`src/rtl/mips_mem_arbiter.sv`:
```
`timescale 1ns/1ps
// mips_mem_arbiter
// Lets one word-addressed synchronous RAM serve three requesters: instruction
// fetch (IF), the data-memory stage (DM) and a debug/program loader (DBG).
// - Grants are combinational, and at most one is issued per cycle.
// - Read data is returned one cycle later to whichever port issued the read.
// - IF is protected from starvation under back-to-back DM traffic.
// - A debug lock sequence (RUN -> DRAIN -> LOCKED) keeps the core off the
//   memory while the loader owns it.
module mips_mem_arbiter #(
  parameter int AW           = 10,
  parameter int DW           = 32,
  parameter int STARVE_LIMIT = 4
) (
  input  logic          clk,
  input  logic          rst_n,
  input  logic          if_req,
  input  logic [AW-1:0] if_addr,
  input  logic          dm_req,
  input  logic [AW-1:0] dm_addr,
  input  logic          dm_we,
  input  logic [DW-1:0] dm_wdata,
  input  logic          dbg_req,
  input  logic [AW-1:0] dbg_addr,
  input  logic          dbg_we,
  input  logic [DW-1:0] dbg_wdata,
  input  logic          dbg_lock,
  output logic          if_gnt,
  output logic          dm_gnt,
  output logic          dbg_gnt,
  output logic          if_rvalid,
  output logic          dm_rvalid,
  output logic          dbg_rvalid,
  output logic [DW-1:0] rdata,
  output logic          cpu_hold,
  output logic          mem_en,
  output logic          mem_we,
  output logic [AW-1:0] mem_addr,
  output logic [DW-1:0] mem_wdata,
  input  logic [DW-1:0] mem_rdata
);

  localparam int WW = $clog2(STARVE_LIMIT + 1);
  localparam logic [WW-1:0] WAIT_MAX = WW'(STARVE_LIMIT);

  // One bit per requester. The same bit positions are used for grants and
  // for the registered read-valid vector.
  localparam int P_IF  = 0;
  localparam int P_DM  = 1;
  localparam int P_DBG = 2;

  typedef enum logic [1:0] {
    ST_RUN    = 2'd0,
    ST_DRAIN  = 2'd1,
    ST_LOCKED = 2'd2
  } state_t;

  state_t        state_q, state_d;
  logic [WW-1:0] if_wait_q, if_wait_d;
  logic [2:0]    rvalid_q, rvalid_d;

  logic          dbg_ok;
  logic          cpu_ok;
  logic          starved;
  logic [2:0]    grant;
  logic          mem_en_c;
  logic          mem_we_c;

  // Decide who may use the RAM this cycle. DBG is locked out only while a
  // CPU read drains. IF/DM are allowed only in RUN, and not in the cycle
  // where the lock request is first seen.
  always_comb begin
    dbg_ok  = (state_q != ST_DRAIN);
    cpu_ok  = (state_q == ST_RUN) && !dbg_lock;
    starved = (if_wait_q == WAIT_MAX);
    grant   = 3'b000;
    if (dbg_req && dbg_ok) begin
      grant[P_DBG] = 1'b1;
    end else if (cpu_ok) begin
      if (starved && if_req) begin
        grant[P_IF] = 1'b1;
      end else if (dm_req) begin
        grant[P_DM] = 1'b1;
      end else if (if_req) begin
        grant[P_IF] = 1'b1;
      end else begin
        grant = 3'b000;
      end
    end else begin
      grant = 3'b000;
    end
  end

  // Steer the winner's address/command onto the RAM port. IF never writes.
  always_comb begin
    mem_en_c  = 1'b0;
    mem_we_c  = 1'b0;
    mem_addr  = '0;
    mem_wdata = '0;
    case (grant)
      3'b001: begin
        mem_en_c = 1'b1;
        mem_we_c = 1'b0;
        mem_addr = if_addr;
      end
      3'b010: begin
        mem_en_c  = 1'b1;
        mem_we_c  = dm_we;
        mem_addr  = dm_addr;
        mem_wdata = dm_wdata;
      end
      3'b100: begin
        mem_en_c  = 1'b1;
        mem_we_c  = dbg_we;
        mem_addr  = dbg_addr;
        mem_wdata = dbg_wdata;
      end
      default: begin
        mem_en_c  = 1'b0;
        mem_we_c  = 1'b0;
        mem_addr  = '0;
        mem_wdata = '0;
      end
    endcase
  end

  // Next values for the starvation counter, the read-owner tags and the lock FSM.
  always_comb begin
    if_wait_d = if_wait_q;
    rvalid_d  = 3'b000;
    state_d   = state_q;

    // Count consecutive IF denials, saturating at the limit. The count
    // clears on an IF grant or when IF stops asking.
    if (if_req && !grant[P_IF]) begin
      if (if_wait_q != WAIT_MAX) begin
        if_wait_d = if_wait_q + WW'(1);
      end else begin
        if_wait_d = if_wait_q;
      end
    end else begin
      if_wait_d = '0;
    end

    // Tag the owner of a granted read, so its data is returned next cycle.
    rvalid_d[P_IF]  = grant[P_IF];
    rvalid_d[P_DM]  = grant[P_DM]  & ~dm_we;
    rvalid_d[P_DBG] = grant[P_DBG] & ~dbg_we;

    // A CPU read accepted on the last edge is being returned now. In that
    // case the lock passes through one DRAIN cycle before LOCKED.
    case (state_q)
      ST_RUN: begin
        if (dbg_lock) begin
          if (rvalid_q[P_IF] || rvalid_q[P_DM]) begin
            state_d = ST_DRAIN;
          end else begin
            state_d = ST_LOCKED;
          end
        end else begin
          state_d = ST_RUN;
        end
      end
      ST_DRAIN: begin
        state_d = ST_LOCKED;
      end
      ST_LOCKED: begin
        if (dbg_lock) begin
          state_d = ST_LOCKED;
        end else begin
          state_d = ST_RUN;
        end
      end
      default: begin
        state_d = ST_RUN;
      end
    endcase
  end

  // State, starvation counter and read-valid tags. Reset discards any
  // read that is in flight.
  always_ff @(posedge clk or negedge rst_n) begin
    if (!rst_n) begin
      state_q   <= ST_RUN;
      if_wait_q <= '0;
      rvalid_q  <= 3'b000;
    end else begin
      state_q   <= state_d;
      if_wait_q <= if_wait_d;
      rvalid_q  <= rvalid_d;
    end
  end

  // Grants, RAM strobes and the core stall are forced low while reset is
  // asserted, independent of the clock.
  assign if_gnt  = rst_n & grant[P_IF];
  assign dm_gnt  = rst_n & grant[P_DM];
  assign dbg_gnt = rst_n & grant[P_DBG];
  assign mem_en  = rst_n & mem_en_c;
  assign mem_we  = rst_n & mem_we_c;

  assign cpu_hold = rst_n & ((state_q != ST_RUN) | dbg_lock);

  assign if_rvalid  = rvalid_q[P_IF];
  assign dm_rvalid  = rvalid_q[P_DM];
  assign dbg_rvalid = rvalid_q[P_DBG];
  assign rdata      = (|rvalid_q) ? mem_rdata : '0;

endmodule
```
`config.mk`:
```
export PLATFORM = sky130hd
export DESIGN_NAME = mips_mem_arbiter
export DESIGN_NICKNAME = d
export VERILOG_FILES = /design/src/rtl/mips_mem_arbiter.sv
export SDC_FILE = /design/constraint.sdc
export NUM_CORES = 1
export LEC_CHECK = 0
export BUFFER_PORTS_ARGS = -buffer_cell sky130_fd_sc_hd__clkbuf_2
export CAP_MARGIN = 20
export CELL_PAD_IN_SITES_DETAIL_PLACEMENT = 1
export CELL_PAD_IN_SITES_GLOBAL_PLACEMENT = 1
export CORE_UTILIZATION = 15
export DETAILED_ROUTE_END_ITERATION = 12
export GPL_TIMING_DRIVEN = 0
export PLACE_DENSITY_LB_ADDON = 0.3
export SLEW_MARGIN = 25
export SYNTH_ARGS = -nofsm -noshare
export SYNTH_HDL_FRONTEND = slang
export SYNTH_SLANG_ARGS = --single-unit
```
`constraint.sdc`:
```
create_clock -name clk -period 2.6 [get_ports clk]
set_clock_uncertainty 0.15 [all_clocks]
set_input_delay 0.39 -clock clk [delete_from_list [all_inputs] [get_ports clk]]
set_output_delay 0.39 -clock clk [all_outputs]
set_load 0.01 [all_outputs]
```
Yosys cells after proc, flatten, opt, wreduce, memory -nomap -nowiden
Index checks and enable logic that the tools add are counted.
{"block": "op_classes", "reduce_logical": 11, "eq_ne": 9, "bitwise": 11, "mux": 19, "n_addsub": 1}
{"op": "32-bit one-hot mux with 2 select lines", "count": 1}
{"op": "32-bit two-way mux", "count": 1}
{"op": "10-bit one-hot mux with 3 select lines", "count": 1}
{"op": "2-bit two-way mux", "count": 5}
{"op": "1-bit bitwise AND", "count": 8}
{"op": "1-bit two-way mux", "count": 7}
{"op": "3-bit equality test (second input constant)", "count": 2}
{"op": "3-bit two-way mux", "count": 2}
{"op": "2-bit one-hot mux with 3 select lines", "count": 1}
{"op": "3-bit OR reduction", "count": 2}
{"op": "1-bit logical AND", "count": 4}
{"op": "2-bit by 1-bit != test with 1-bit output (second input constant)", "count": 2}
{"op": "3-bit by 1-bit adder with 3-bit output (second input constant)", "count": 1}
{"op": "3-bit by 1-bit equality test with 1-bit output (second input constant)", "count": 1}
{"op": "3-bit by 2-bit equality test with 1-bit output (second input constant)", "count": 1}
{"op": "3-bit != test (second input constant)", "count": 1}
{"op": "2-bit by 1-bit equality test with 1-bit output (second input constant)", "count": 1}
{"op": "2-bit equality test (second input constant)", "count": 1}
{"op": "1-bit logical NOT", "count": 2}
{"op": "2-bit logical NOT", "count": 1}
{"op": "1-bit NOT", "count": 2}
{"op": "1-bit one-hot mux with 2 select lines", "count": 1}
{"op": "2-bit nonzero test", "count": 1}
{"op": "1-bit logical OR", "count": 1}
{"op": "1-bit bitwise OR", "count": 1}
{"block": "totals", "regBits": 8, "input_bits": 134, "elab_cells": 54, "out_inout_bits": 83}

Logic depth before layout (Yosys ltp)
{"block": "logic_depth", "word_depth": 9, "depth_mapped": 6}

Worst setup path after synthesis
Ideal clock, no wire load.
{"block": "synth_timing", "path_type": "flip-flop to output port", "start": "register if_wait_q[0]", "end": "output mem_addr[4]", "arrival_ns": 1.778, "slack_ns": 0.282, "stages_incl_launch_ff": 7, "n_path_buf": 1, "cell_sequence": "dfrtp_1 inv_1 ha_1 and3_1 a2111oi_4 buf_6 a221o_1"}
{"block": "synth_between", "elab_chain_len": 7, "word_cells_on_any_way": 10}
{"item": "start, declared", "line": "59", "source": "logic [WW-1:0] if_wait_q, if_wait_d;"}
{"item": "start signal, assigned", "line": "189", "source": "if_wait_q <= if_wait_d;"}
{"item": "3-bit equality test (*)", "line": "75", "source": "starved = (if_wait_q == WAIT_MAX);"}
{"item": "1-bit logical AND (*)", "line": "80", "source": "if (starved && if_req) begin"}
{"item": "1-bit two-way mux", "line": "80"}
{"item": "2-bit two-way mux (*)", "line": "79", "source": "end else if (cpu_ok) begin"}
{"item": "2-bit two-way mux (*)", "line": "77", "source": "if (dbg_req && dbg_ok) begin"}
{"item": "3-bit equality test (tied with other cells)", "line": "100", "source": "case (grant)"}
{"item": "10-bit one-hot mux with 3 select lines (*)", "line": "100"}
{"item": "end, declared", "line": "38", "source": "output logic [AW-1:0] mem_addr,"}
Every way passes the cells marked *; elsewhere a longest branch is shown, timed or not.

Worst setup path in the final report
{"block": "layout_timing", "start": "register state_q[0]", "end": "output mem_wdata[1]"}
{"block": "layout_between", "elab_chain_len": 6, "word_cells_on_any_way": 10}
{"item": "start, declared", "line": "58", "source": "state_t state_q, state_d;"}
{"item": "start signal, assigned", "line": "188", "source": "state_q <= state_d;"}
{"item": "2-bit logical NOT", "line": "74", "source": "cpu_ok = (state_q == ST_RUN) && !dbg_lock;"}
{"item": "1-bit logical AND", "line": "74"}
{"item": "2-bit two-way mux", "line": "79"}
{"item": "2-bit two-way mux", "line": "77"}
{"item": "3-bit equality test / 3-bit by 2-bit equality test with 1-bit output (equally long branches)", "line": "100"}
{"item": "32-bit one-hot mux with 2 select lines (*)", "line": "100"}
{"item": "end, declared", "line": "39", "source": "output logic [DW-1:0] mem_wdata,"}
Marked as above.

==> results.sh <==
export IMPL_viasPerCell=4.394
export IMPL_critPathBufInv=3
export IMPL_fmax_mhz=390.2
export IMPL_setup_violations=0
export IMPL_yosys_top_cells_count="33 x nor2b_1, 32 x a22o_1, 12 x and3_1"
export IMPL_rows=32
export IMPL_setup_worst_path_start_class="register"
export IMPL_worstRegToRegCells=5
export IMPL_dpl_instance_area_sq_um=2420
export IMPL_arrival_ns=2.02
export IMPL_clkTransAtPathRegs_ns=0.04
export IMPL_synth_area_leaders="a22o_1 23%, nor2b_1 17%, dfrtp_1 17%"
export IMPL_io_buffers=216
export IMPL_clock_sinks=8
export IMPL_cpMaxStageDelayCell="or3_4"
export IMPL_crit_required_ns=2.06
export IMPL_synth_xor_area_share_pct=0
export IMPL_run_status="complete, no violations"
export IMPL_rsz0062_at_grt="yes"
export IMPL_synth_top_family_by_area="compound AO/OA/AOI/OAI gates"
export IMPL_grt_pass1_vias=2058
export IMPL_dpl_cell_count=461
export IMPL_fin_crit_ns=2.563
export IMPL_drt_iter0_drc=24
export IMPL_nFillCells=1019
export IMPL_slew_headroom_pct=66.97
export IMPL_clock_path_buffers=2
export IMPL_drv_cap=0
export IMPL_cts_buffers=3
export IMPL_grtUsageTotal_pct=14.70
export IMPL_synth_edf_count=0
export IMPL_route_vias_total=2061
export IMPL_wl_um=6582
export IMPL_cp_cell_sequence="or3_4 > a2111oi_4 > buf_6 > buf_6 > a22o_1 > clkbuf_2"
export IMPL_cts_tree="done"
export IMPL_seq_power_share_pct=21.1
export IMPL_final_area_sq_um=2544
export IMPL_worst_pin_slew_ns=0.4917
export IMPL_finalPower_mw=0.6602
export IMPL_holdPathStages=2
export IMPL_synth_most_common_cell="nor2b_1"
export IMPL_grt_pass1_wl_um=10140
export IMPL_worstSetupPathDepth=6
export IMPL_root_buffer="clkbuf_8"
export IMPL_synth_top_area_share_pct=23.14
export IMPL_yosys_area_share_adder_pct=2.066
export IMPL_synth_area_leader_cell="a22o_1"
export IMPL_fin_crit_sh_pct=98.58
export IMPL_final_nets=505
export IMPL_antenna_found_initial=0
export IMPL_die_h_um=91.86
export IMPL_powerDensity_nw_per_um2=259.5
export IMPL_synth_compound_area_share_pct=39.26
export IMPL_overflow=0
export IMPL_power_frac_comb_pct=56.9
export IMPL_synth_cells=143
export IMPL_yosys_area_share_simple_pct=33.26
export IMPL_ant_nets=0
export IMPL_drive_above_1_share_pct=65.12
export IMPL_hpwl_um=5778
export IMPL_vdd_drop_max_uv=113.8
export IMPL_die_x_um=91.86
export IMPL_postLayoutCoreUtil_pct=32.75
export IMPL_yosysWarnings=0
export IMPL_cp_slowest_stage_delay_ns=0.42
export IMPL_worstPathMaxFanout=10
export IMPL_synthFlopType="dfrtp_1"
export IMPL_synth_avg_cell_area_sq_um=8.470
export IMPL_p_int_mw=0.4335
export IMPL_min_path_type="in -> reg"
export IMPL_initial_core_util_pct=15.59
export IMPL_synth_mux_area_share_pct=0.8264
export IMPL_final_cells=469
export IMPL_clock_power_share_pct=21.9
export IMPL_pin_count=217
export IMPL_ys_types=30
export IMPL_grt_max_degree=16
export IMPL_drc=0
export IMPL_htreeDepth=1
export IMPL_area_growth_pct=110.0
export IMPL_first_pass_iters=4
export IMPL_clk_latency_ns=0.22
export IMPL_n_antenna_cell=0
export IMPL_critPathKind="reg -> out"
export IMPL_netlist_area_sq_um=1211
export IMPL_cpMostUsedCell="buf_6"
export IMPL_ys_seq_area_share_pct=16.53
export IMPL_crit_path_end_kind="output port"
export IMPL_hold_viol=0
export IMPL_p_switching_mw=0.2267
export IMPL_gp_congestion=0.7661
export IMPL_p_leak_nw=1.507
export IMPL_critPathTopFamily="compound AO/OA/AOI/OAI gates"
export IMPL_synthesis_nets=279
export IMPL_synthArstFlopShare_pct=100.0
export IMPL_p_sw_share_pct=34.34
export IMPL_slew_viol_final=0
export IMPL_wl_per_cell_um=14.03
export IMPL_fp_coreArea_sq_um=7767
export IMPL_ys_ff_latch=8
export IMPL_die_area_sq_um=8437
worst register-to-register path: cells and delay by family, from the launching register on:
family / cells / cell delay (ns)
simple gates: 2 / 0.56
flops: 1 / 0.41
buf+inv: 2 / 0.34
compound gates: 1 / 0.36
registers in the layout, summed over array words and instances (netlist names):
register   cells
if_wait_q      3
rvalid_q       3
state_q        2
final timing paths:
| path | slack, ns | startpoint | to |
|---|---|---|---|
| worst min register to register | 0.40 | state_q[0] | state_q[1] |
| worst max register to register | 0.73 | state_q[0] | rvalid_q[1] |
| max in group asynchronous | 1.58 | rst_n | state_q[1] |
| min in group asynchronous | 0.46 | rst_n | if_wait_q[0] |
| worst min-delay path | 0.20 | dbg_we | rvalid_q[2] |
| worst max-delay path | 0.04 | state_q[0] | mem_wdata[1] |
power groups by stage:
stage	logic [mW]	clock network, mW	registers (mW)
final	0.376	0.145	0.139
after global routing	0.415	0.160	0.141
after CTS	0.382	0.153	0.139
after detailed placement	0.372	0	0.141
after global placement	0.363	0	0.140
after floorplan	0.169	0	0.140
cells by family (layout without fill, tap and decap cells):
kind of cell               count (synthesis)  after routing
muxes                                      1              1
and+or+nand+nor                           63             63
adders and majority gates                  2              2
AOI/OAI and AO/OA                         52             52
DFF                                        8              8
buffers and inverters                     17            241
metrics by stage:
step,TNS [ns],hold WS (ns),setup WS (ns)
floorplan,0,-0.05559,0.2819
global placement,-4.806,0.1645,-0.1546
detailed placement,-5.886,0.1624,-0.1793
finish,0,0.1973,0.03696
global route,-1.068,0.1966,-0.05064
CTS,0,0.1983,0.02227
timing repair:
item	CTS	global route
setup endpoints to repair	46	41
setup buffers	3	2
gates resized for setup	11	9
pin swaps	2	1
hold buffers	1	0
hold endpoints to repair	8	0
layout make-up:
class / count / area (sq um) / area share [%]
buffer: 13 / 90.09 / 3.542
tap: 102 / 127.6 / 5.017
inverter: 3 / 11.26 / 0.4427
timing repair buffer: 222 / 1141 / 44.86
sequential: 8 / 200.2 / 7.870
clock buffer: 3 / 41.29 / 1.623
multi-input combinational: 118 / 932.1 / 36.65
placed cells by master, fill, tap and decap left out, types with 2 or more instances in the layout:
master,Yosys,final
dfrtp_1,8,8
nor3_1,2,2
nand2_1,3,3
a221o_1,10,10
clkbuf_1,9,5
ha_1,2,2
clkbuf_2,0,210
a22o_1,32,32
clkbuf_8,0,4
inv_1,3,3
o211ai_1,2,2
o21ai_0,2,2
buf_2,0,8
buf_6,4,4
and2_1,5,5
and3_1,12,11
nor2b_1,33,33
buf_4,1,5
routing by layer:
layer / global-route usage (%) / vias up / wire length, um
li1: - / 1003 / -
met1: 17.03 / 960 / 2547
met2: 28.23 / 90 / 3598
met3: 2.902 / 8 / 408
met4: 1.823 / 0 / 28
met5: 0 / - / 0
(Power assumes the default switching activity.)
